[config.mk]
export PLATFORM = sky130hd
export DESIGN_NAME = axis_boxcar_decimator
export DESIGN_NICKNAME = d
export VERILOG_FILES = /design/src/rtl/axis_boxcar_decimator.sv
export SDC_FILE = /design/constraint.sdc
export NUM_CORES = 1
export LEC_CHECK = 0
export ABC_AREA = 1
export BUFFER_PORTS_ARGS = -buffer_cell sky130_fd_sc_hd__buf_4
export CELL_PAD_IN_SITES_DETAIL_PLACEMENT = 1
export CELL_PAD_IN_SITES_GLOBAL_PLACEMENT = 1
export CORE_AREA = 2 2 237 239
export CTS_BUF_LIST = sky130_fd_sc_hd__clkbuf_4 sky130_fd_sc_hd__clkbuf_8
export CTS_CLUSTER_SIZE = 8
export DETAILED_ROUTE_END_ITERATION = 10
export DIE_AREA = 0 0 239 241
export GPL_TIMING_DRIVEN = 0
export PLACE_DENSITY_LB_ADDON = 0.2
export SLEW_MARGIN = 20
export SYNTH_ARGS = -nofsm -noshare
export SYNTH_HDL_FRONTEND = slang
export SYNTH_SLANG_ARGS = --single-unit
[constraint.sdc]
create_clock -name aclk -period 7.9 [get_ports aclk]
set_clock_uncertainty 0.05 [all_clocks]
set_input_delay 0 -clock aclk [delete_from_list [all_inputs] [get_ports aclk]]
set_output_delay 0 -clock aclk [all_outputs]
set_load 0.03 [all_outputs]
[src/rtl/axis_boxcar_decimator.sv]
// axis_boxcar_decimator: averages 2^L valid samples into one single-cycle output strobe.
module axis_boxcar_decimator #(
  parameter int inout_width           = 32,
  parameter int max_log2_n            = 16,
  parameter int default_log2_n        = 0,
  parameter int configuration_address = 999
) (
  input  logic                   aclk,
  input  logic                   reset,
  input  logic [31:0]            config_addr,
  input  logic [511:0]           config_data,
  input  logic [inout_width-1:0] S_AXIS_tdata,
  input  logic                   S_AXIS_tvalid,
  output logic [inout_width-1:0] M_AXIS_tdata,
  output logic                   M_AXIS_tvalid
);
  localparam int acc_w = inout_width + max_log2_n;
  localparam int cnt_w = max_log2_n + 1;
  localparam int l_w   = $clog2(max_log2_n + 1);
  logic signed [acc_w-1:0] acc, sum, rsum, avg;
  logic [cnt_w-1:0] count, cnt_max;
  logic [l_w-1:0] log2n, cfg_l;
  logic [4:0] cfg_raw;
  logic round_en, hit, last;
  // Restart is simply "address matches this cycle"; accumulation resumes on the first non-matching cycle.
  always_comb begin
    hit     = config_addr == 32'(configuration_address);
    cfg_raw = config_data[4:0];
    cfg_l   = int'(cfg_raw) > max_log2_n ? l_w'(max_log2_n) : l_w'(cfg_raw);
    cnt_max = (cnt_w'(1) << log2n) - cnt_w'(1);
    last    = count == cnt_max;
    sum     = acc + acc_w'($signed(S_AXIS_tdata));
    rsum    = sum + (acc_w'(round_en && log2n != '0) << (log2n - l_w'(1)));
    avg     = rsum >>> log2n;
  end
  wire unused = ^{config_data[511:33], config_data[31:5], avg[acc_w-1:inout_width]};
  always_ff @(posedge aclk or posedge reset) begin
    if (reset) begin
      acc           <= '0;
      count         <= '0;
      M_AXIS_tdata  <= '0;
      M_AXIS_tvalid <= 1'b0;
      log2n         <= l_w'(default_log2_n);
      round_en      <= 1'b1;
    end else if (hit) begin
      log2n         <= cfg_l;
      round_en      <= config_data[32];
      acc           <= '0;
      count         <= '0;
      M_AXIS_tvalid <= 1'b0;
    end else begin
      M_AXIS_tvalid <= S_AXIS_tvalid && last;
      if (S_AXIS_tvalid) begin
        acc   <= last ? '0 : sum;
        count <= last ? '0 : count + cnt_w'(1);
        if (last) M_AXIS_tdata <= avg[inout_width-1:0];
      end
    end
  end
endmodule
* After elaboration in Yosys (flattened, before gate mapping)
Index checks and enable logic that the tools add are counted.
** Cells by class
- Add/sub/neg operators :: 5
- Order comparisons :: 1
- Equality and inequality tests :: 2
- Shifts and indexed selects :: 3
- Muxes and demuxes :: 8
- Bitwise operators :: 1
- Reductions and logical operators :: 5
** Operators with widths (number)
- $mux W48 :: 3
- $mux W17 :: 3
- $add A48 B32 Y48 :: 1
- $add A48 B48 Y48 :: 1
- $shl A1 B5 Y48 :: 1
- $sshr A48 B5 Y32 :: 1
- $eq A32 B10 Y1 const B :: 1
- $add A17 B1 Y17 const B :: 1
- $eq A17 B17 Y1 :: 1
- $shl A1 B5 Y17 const A :: 1
- $sub A17 B2 Y17 const B :: 1
- $gt A5 B5 Y1 const B :: 1
- $mux W5 :: 1
- $reduce_bool A5 Y1 :: 1
- $sub A5 B1 Y5 const B :: 1
- $reduce_and A3 Y1 :: 1
- $logic_and A1 B1 Y1 :: 2
- $reduce_bool A2 Y1 :: 1
- $mux W1 :: 1
- $not A1 Y1 :: 1
** Word-level totals
- Flip-flop bits (word level) :: 104
- Output and inout bits :: 33

* Longest topological paths before layout
Gate-level depths: netlist of the first run.
- Depth after elaboration :: 6
- Gate-level depth with buffers :: 37
- Depth with buffers taken out :: 35

* Worst setup path before layout of the first run
Ideal clock, no wire load.
- Path type :: reg-to-reg
- From :: register log2n[0]
- To :: register M_AXIS_tdata[30]
- Setup time :: 117 ps
- Arrival time :: 4996 ps
- Setup slack :: 2736 ps
- Stages on the path, launching flop included :: 31
- Period minus slack after synthesis :: 5164 ps
- Path through :: dfrtp_1 -> clkbuf_1 -> clkinv_1 -> clkbuf_1 -> clkbuf_1 -> ha_1 -> xnor2_1 -> clkinv_1 -> nor4_1 -> inv_1 -> nor2_1 -> inv_1 -> fa_1 -> o21ai_1 -> a21oi_1 -> o21ai_1 -> nand2_1 -> nand2_1 -> nand3_1 -> nand2_1 -> inv_1 -> nor2_1 -> nand3_1 -> nand3_1 -> nand3_1 -> nand3_1 -> nand3_1 -> nand2_1 -> nand2_1 -> nand3_1 -> nand2_1
** On the way
- Cells in the longest elaborated chain, start to end :: 5
- Elaborated cells on any way between the ends :: 10
- Those cells by class :: 3 x add/sub; 1 x eq/ne; 3 x shift; 3 x reduce/logical
** RTL lines
- from (decl) :: RTL line 22 : logic [l_w-1:0] log2n, cfg_l;
- from (signal assigned) :: RTL line 43 : log2n <= l_w'(default_log2_n);
- from (signal assigned) :: RTL line 46 : log2n <= cfg_l;
- branches (longest 5 deep; another with $add A48 B48 Y48)
- to (signal assigned) :: RTL line 56 : if (last) M_AXIS_tdata <= avg[inout_width-1:0];
- to (decl) :: RTL line 14 : output logic [inout_width-1:0] M_AXIS_tdata,
Parallel ways; which one is timed is not known.
A chain may end at the register's enable or synchronous reset.

* Worst setup path in the final report of the first run
- From :: register log2n[1]
- To :: register M_AXIS_tdata[30]
The elaborated chain is that of the path after synthesis.

==> out/metrics.csv, run 1 <==
metric,value,unit
status,finished clean,
number of global-route vias before repair,17210,
total routing usage reported by global routing,22.07,%
maximum fanout count along the critical path,12,
total of buffers placed on input and output ports,105,
Critical Path Sink Type,flop,
wire per inst,19.02,um
proportion of synthesized chip area in sequential cells,18.34,%
kind of critical path,reg -> reg,
clock sink count,104,
final worst hold slack,29.11,ps
final design utilization,29.60,%
worst-case headroom to the max-slew limit,23.72,%
worst hold path class,in -> reg,
final count of pins violating max slew,0,
count of flip-flops with a built-in enable after synthesis,0,
Row Count,86,
final total negative setup slack,0,ps
# Post-CTS Setup Buffers,0,
Power Dens Cells,358.3,nW/um2
beginning of the worst hold path,config_addr[28],
initial core utilization,25.86,%
H-Tree Depth,3,
vias after detailed routing,16420,
DP Wirelength,53510,um
synthesis-to-finish area growth,14.44,%
unrepaired setup endpoints after global routing,no,
number of buffers added by the clock tree synthesis step,9,
period utilization,90.76,%
"FF+latch count, synth",104,
pin count of the biggest net entering global routing,67,
cell class contributing the biggest share of worst-path delay,simple AND/OR/NAND/NOR gates,
number of distinct library cells after synthesis,58,
data arrival time of the worst path,7510,ps
most used flip-flop cell after synthesis,dfrtp_1,
global-route wire length before repair,97230,um
Final Net Count,3260,
DIE AREA,57600,um2
number of antenna violations at the first check in global routing,5,
residual overflow from global routing,0,
critical path data required time,8240,ps
number of cells produced by synthesis,2462,
ports placed on the boundary,612,
"most used cell, CP",nand3_1,
Reg2Reg Launch Point,log2n[1],
CTS tree,done,
clk slew on worst S/H paths,140,ps
most common library cell in the layout ignoring fill and taps,nand2_1,
static leakage power,8.371,nW
Post-Synthesis Cell Area,14190,um2
Die Ht,241,um
RD Place Congestion,0.8984,
clock insertion delay at the later pin of the skew report,490,ps
DRC viols,0,
clock root buffer,clkbuf_8,
maximum clock frequency,139.5,MHz
warning count from the yosys run,0,
number of buffers on the longest clock path,2,
crit path launch,log2n[1],
Critical Path Max Stage Delay,710,ps
count of antenna-violating nets left after detailed routing,0,
post-route minimum period,7170,ps
worst IR drop on VDD,133.0,uV
number of setup violations in the final report,0,
count of buffering cells on the critical path with inverters included,8,
Vias/cell,4.970,
net count after synthesis,3129,
detailed router's first-iteration violation count,1021,
cell with the largest stage delay on the worst path,clkbuf_1,
count of TritonRoute iterations in the first routing pass,5,
Avg Synthesized Cell Area,5.765,um2
crit path launch type,flop,
final WL,62820,um
CORE AREA,54880,um2
Synth async-reset ratio,100.0,%
layout cell share with drive strength beyond 1,8.314,%
x dimension of the die,239,um
max capacitance violation total,0,
most frequent cells in the layout,"nand2_1, inv_1, nand3_1",
final number of hold-violating endpoints,0,
transition at the pin with the smallest max-transition slack,1140,ps
[layer usage]
metal	vias up	GRT usage (%)	wire [um]
met5	-	0	0
met2	246	37.91	29340
met4	0	5.436	1191
met1	7905	29.12	30160
li1	8207	-	-
met3	58	3.020	2119
[cell families (layout without fill, tap and decap cells)]
family          count (synthesis)  after routing  synth area share (%)
simple gates                 1492           1492                 44.65
fa+ha+maj                      88             88                 7.863
compound gates                289            289                 12.23
buf+inv                       389            525                 10.70
mux                             4              4                0.2909
xor+xnor                       96             96                 5.924
flops                         104            104                 18.34
other cells                     0              1                     0
[layout make-up]
| cell class | count | area [um2] |
|---|---|---|
| clock buffers | 9 | 123.9 |
| clock inverters | 7 | 72.57 |
| repair buffers | 120 | 955.9 |
| plain buffers | 64 | 299.0 |
| inverters | 325 | 1226 |
| flip-flops and latches | 104 | 2604 |
| fillers | 7300 | 38630 |
| well taps | 704 | 880.8 |
| multi-input cells | 1969 | 10080 |
| diodes | 1 | 2.502 |
[per-stage QoR]
stage,power (mW),instance area [um2],setup WS [ps],instances
final,5.819,16240,730.1,3303
after global routing,6.445,16240,26.33,3303
after CTS,5.869,16230,376.7,3302
after detailed placement,5.422,15900,418.8,3272
after global placement,5.353,15860,418.1,3271
after floorplan,3.947,14190,2736,2462
[registers in the layout, indices dropped and copies added, names as in the netlist]
signal	flops
M_AXIS_tvalid	1
log2n	5
M_AXIS_tdata	32
count	17
acc	48
round_en	1
[worst reg2reg max path: cells and delay by family (launching register included)]
family / cells / cell delay, ps
flops: 1 / 430
buf+inv: 8 / 2220
compound gates: 3 / 690
simple gates: 16 / 2640
fa+ha+maj: 2 / 790
xor+xnor: 1 / 230
[synthesized netlist by cell type, types with 14 or more instances]
library cell | n | area share (%)
a21oi_1 | 101 | 3.6
a22o_1 | 30 | 1.9
a31oi_1 | 14 | 0.62
buf_2 | 19 | 0.67
clkbuf_1 | 31 | 0.82
dfrtp_1 | 103 | 18
ha_1 | 86 | 7.6
inv_1 | 311 | 8.2
nand2_1 | 795 | 21
nand3_1 | 302 | 11
nand4_1 | 25 | 1.1
nor2_1 | 272 | 7.2
nor3_1 | 20 | 0.71
nor4_1 | 14 | 0.62
o21ai_0 | 86 | 3.0
o22ai_1 | 15 | 0.66
xnor2_1 | 37 | 2.3
xor2_1 | 59 | 3.6
[where the power goes]
| part | internal (mW) | total [mW] | switching, mW |
|---|---|---|---|
| sequential | 0.677 | 0.782 | 0.105 |
| combinational | 1.42 | 4.64 | 3.22 |
| clock | 0.124 | 0.398 | 0.274 |
| total | 2.23 | 5.82 | 3.59 |
[worst paths after layout]
path | cells past startpoint | endpoint | slack, ps
max | 30 | M_AXIS_tdata[30] | 730
min | 5 | round_en | 30
max reg2reg | 30 | M_AXIS_tdata[30] | 730
min reg2reg | 2 | M_AXIS_tdata[31] | 450
max in group asynchronous | 5 | acc[1] | 6430
min in group asynchronous | 4 | M_AXIS_tdata[26] | 620
[repair_timing]
| action | in CTS | in global routing |
|---|---|---|
| endpoints found under the setup margin | 0 | 32 |
| hold endpoints to repair | 111 | 0 |
| resized for setup | 0 | 4 |
| hold buffers | 14 | 0 |
(Power assumes the default switching activity.)
==> run 2, diff against run 1 <==
Settings changed: ABC_AREA 1 to not set, CORE_AREA 2 2 237 239 to 2 2 235 237, DIE_AREA 0 0 239 241 to 0 0 237 239.
==> out/metrics.csv, run 2 <==
metric,value,unit
status,finished clean,
Row Count,86,
post-route minimum period,7477,ps
static leakage power,6.100,nW
Critical Path Sink Type,flop,
total routing usage reported by global routing,19.89,%
most frequent cells in the layout,"nor2_1, nand2_1, a21oi_1",
number of buffers added by the clock tree synthesis step,9,
Post-Synthesis Cell Area,13070,um2
Antenna diodes,0,
"top cells by count, synth","nor2_1, nand2_1, a21oi_1, o21ai_0, dfrtp_1",
period utilization,94.64,%
clock insertion delay at the later pin of the skew report,480,ps
clk slew on worst S/H paths,120,ps
largest registers ranked by flip-flop count,"acc: 48 flops, M_AXIS_tdata: 32 flops, count: 17 flops",
worst hold path class,in -> async,
transition at the pin with the smallest max-transition slack,1125,ps
most used flip-flop cell after synthesis,dfrtp_1,
maximum fanout count along the critical path,12,
area share of the leading cell type in the synthesized netlist,19.72,%
number of distinct library cells after synthesis,94,
Synth area leader,dfrtp_1,
met2 WL,27450,um
number of cells produced by synthesis,1744,
warning count from the yosys run,0,
RD Place Congestion,0.8764,
ports placed on the boundary,612,
number of global-route vias before repair,14450,
net count after synthesis,2411,
Vias/cell,5.479,
DRC viols,0,
most common library cell in the layout ignoring fill and taps,nor2_1,
crit path launch type,flop,
count of flip-flops with a built-in enable after synthesis,0,
clock sink count,104,
largest register by flop count,acc,
residual overflow from global routing,0,
CORE AREA,54340,um2
maximum clock frequency,133.8,MHz
global-route wire length before repair,87130,um
max reg flops,48,
Synth async-reset ratio,100.0,%
cell with the largest stage delay on the worst path,mux4_2,
number of buffers on the longest clock path,2,
DIE AREA,56640,um2
fillcell total,6595,
Critical Path Max Stage Delay,560,ps
wire per inst,21.98,um
worst IR drop on VDD,131.0,uV
data arrival time of the worst path,7790,ps
layout cell share with drive strength beyond 1,11.63,%
worst-case headroom to the max-slew limit,24.75,%
most frequent cell after synthesis,nor2_1,
number of antenna violations at the first check in global routing,1,
proportion of synthesized chip area in sequential cells,19.93,%
Final Net Count,2537,
top layer used by detailed routing,met4,
final number of hold-violating endpoints,0,
clock root buffer,clkbuf_8,
kind of critical path,reg -> reg,
max capacitance violation total,0,
critical path data required time,8210,ps
Avg Synthesized Cell Area,7.493,um2
CTS tree,done,
final total negative setup slack,0,ps
"FF+latch count, synth",104,
count of TritonRoute iterations in the first routing pass,5,
most area-consuming cells after synthesis,"dfrtp_1, ha_1, a21oi_1",
detailed router's first-iteration violation count,835,
total of buffers placed on input and output ports,105,
"most used cell, CP",nand2_1,
synthesis-to-finish area growth,16.15,%
routed length on met1,26120,um
vias after detailed routing,14130,
number of setup violations in the final report,0,
x dimension of the die,237,um
DP Wirelength,45920,um
initial core utilization,24.05,%
final design utilization,27.93,%
Die Ht,239,um
count of antenna-violating nets left after detailed routing,0,
final count of pins violating max slew,0,
H-Tree Depth,3,
final WL,56700,um
met3 routed WL,2109,um
pin count of the biggest net entering global routing,55,
Power Dens Cells,378.0,nW/um2
final worst hold slack,72.39,ps
run 2: worst max-delay path: cells and delay by family, from the launching register on:
family / cells / cell delay, ps
AOI/OAI and AO/OA: 4 / 830
xor gates and xnor gates: 1 / 210
adders and majority gates: 2 / 500
buffers and inverters: 5 / 1540
DFF: 1 / 520
muxes: 3 / 920
and+or+nand+nor: 11 / 2740
run 2: cell families after synthesis:
kind of cell / Yosys count / share of synthesized area [%]
buffers and inverters: 151 / 4.548
and+or+nand+nor: 596 / 22.08
adders and majority gates: 88 / 8.541
AOI/OAI and AO/OA: 617 / 30.80
xor gates and xnor gates: 105 / 7.038
muxes: 83 / 7.066
DFF: 104 / 19.93
run 2: per-layer routing:
layer	GRT usage [%]	up-vias
met5	0	-
met1	26.06	7066
met2	34.22	262
met4	5.198	0
met3	2.783	51
li1	-	6752
run 2: final timing paths:
| kind | from | endpoint | slack [ps] | cells after the start |
|---|---|---|---|---|
| setup / recovery | log2n[0] | M_AXIS_tdata[28] | 420 | 26 |
| hold / removal | reset | count[14] | 70 | 3 |
| setup reg to reg | log2n[0] | M_AXIS_tdata[28] | 420 | 26 |
| hold reg to reg | acc[34] | acc[34] | 450 | 2 |
| max in group asynchronous | reset | acc[11] | 7020 | 4 |
| min in group aclk | S_AXIS_tdata[1] | acc[1] | 90 | 4 |
run 2: cell type report:
| type | count | area (um2) | area share, % |
|---|---|---|---|
| Multi-Input combinational cell | 1489 | 9956 | 65.59 |
| Sequential cell | 104 | 2606 | 17.17 |
| Timing Repair Buffer | 117 | 923.4 | 6.084 |
| Tap cell | 704 | 880.8 | 5.803 |
| Buffer | 115 | 470.5 | 3.099 |
| Inverter | 34 | 132.6 | 0.8738 |
| Clock buffer | 9 | 123.9 | 0.8161 |
| Clock inverter | 7 | 85.08 | 0.5605 |
run 2: stage by stage:
stage / worst slack [ps] / instances / total power, mW / cell area (um2)
floorplan: 1450 / 1744 / 3.880 / 13070
finish: 423.4 / 2579 / 5.738 / 15180
global route: -34.06 / 2579 / 6.212 / 15180
global placement: -772.9 / 2553 / 5.211 / 14740
detailed placement: -836.4 / 2554 / 5.257 / 14770
CTS: 121.7 / 2578 / 5.725 / 15110
run 2: where the power goes:
part / internal (mW) / total [mW] / switching, mW
clock network: 0.154 / 0.404 / 0.250
registers: 0.665 / 0.747 / 0.0817
logic: 1.58 / 4.59 / 3.01
total: 2.40 / 5.74 / 3.34
run 2: what timing repair did:
| item | 4_1_cts | 5_1_grt |
|---|---|---|
| cloned | 0 | 0 |
| hold buffers | 10 | 0 |
| hold endpoints to repair | 107 | 0 |
| setup buffers | 0 | 1 |
| endpoints found under the setup margin | 32 | 31 |
| gates resized for setup | 9 | 16 |
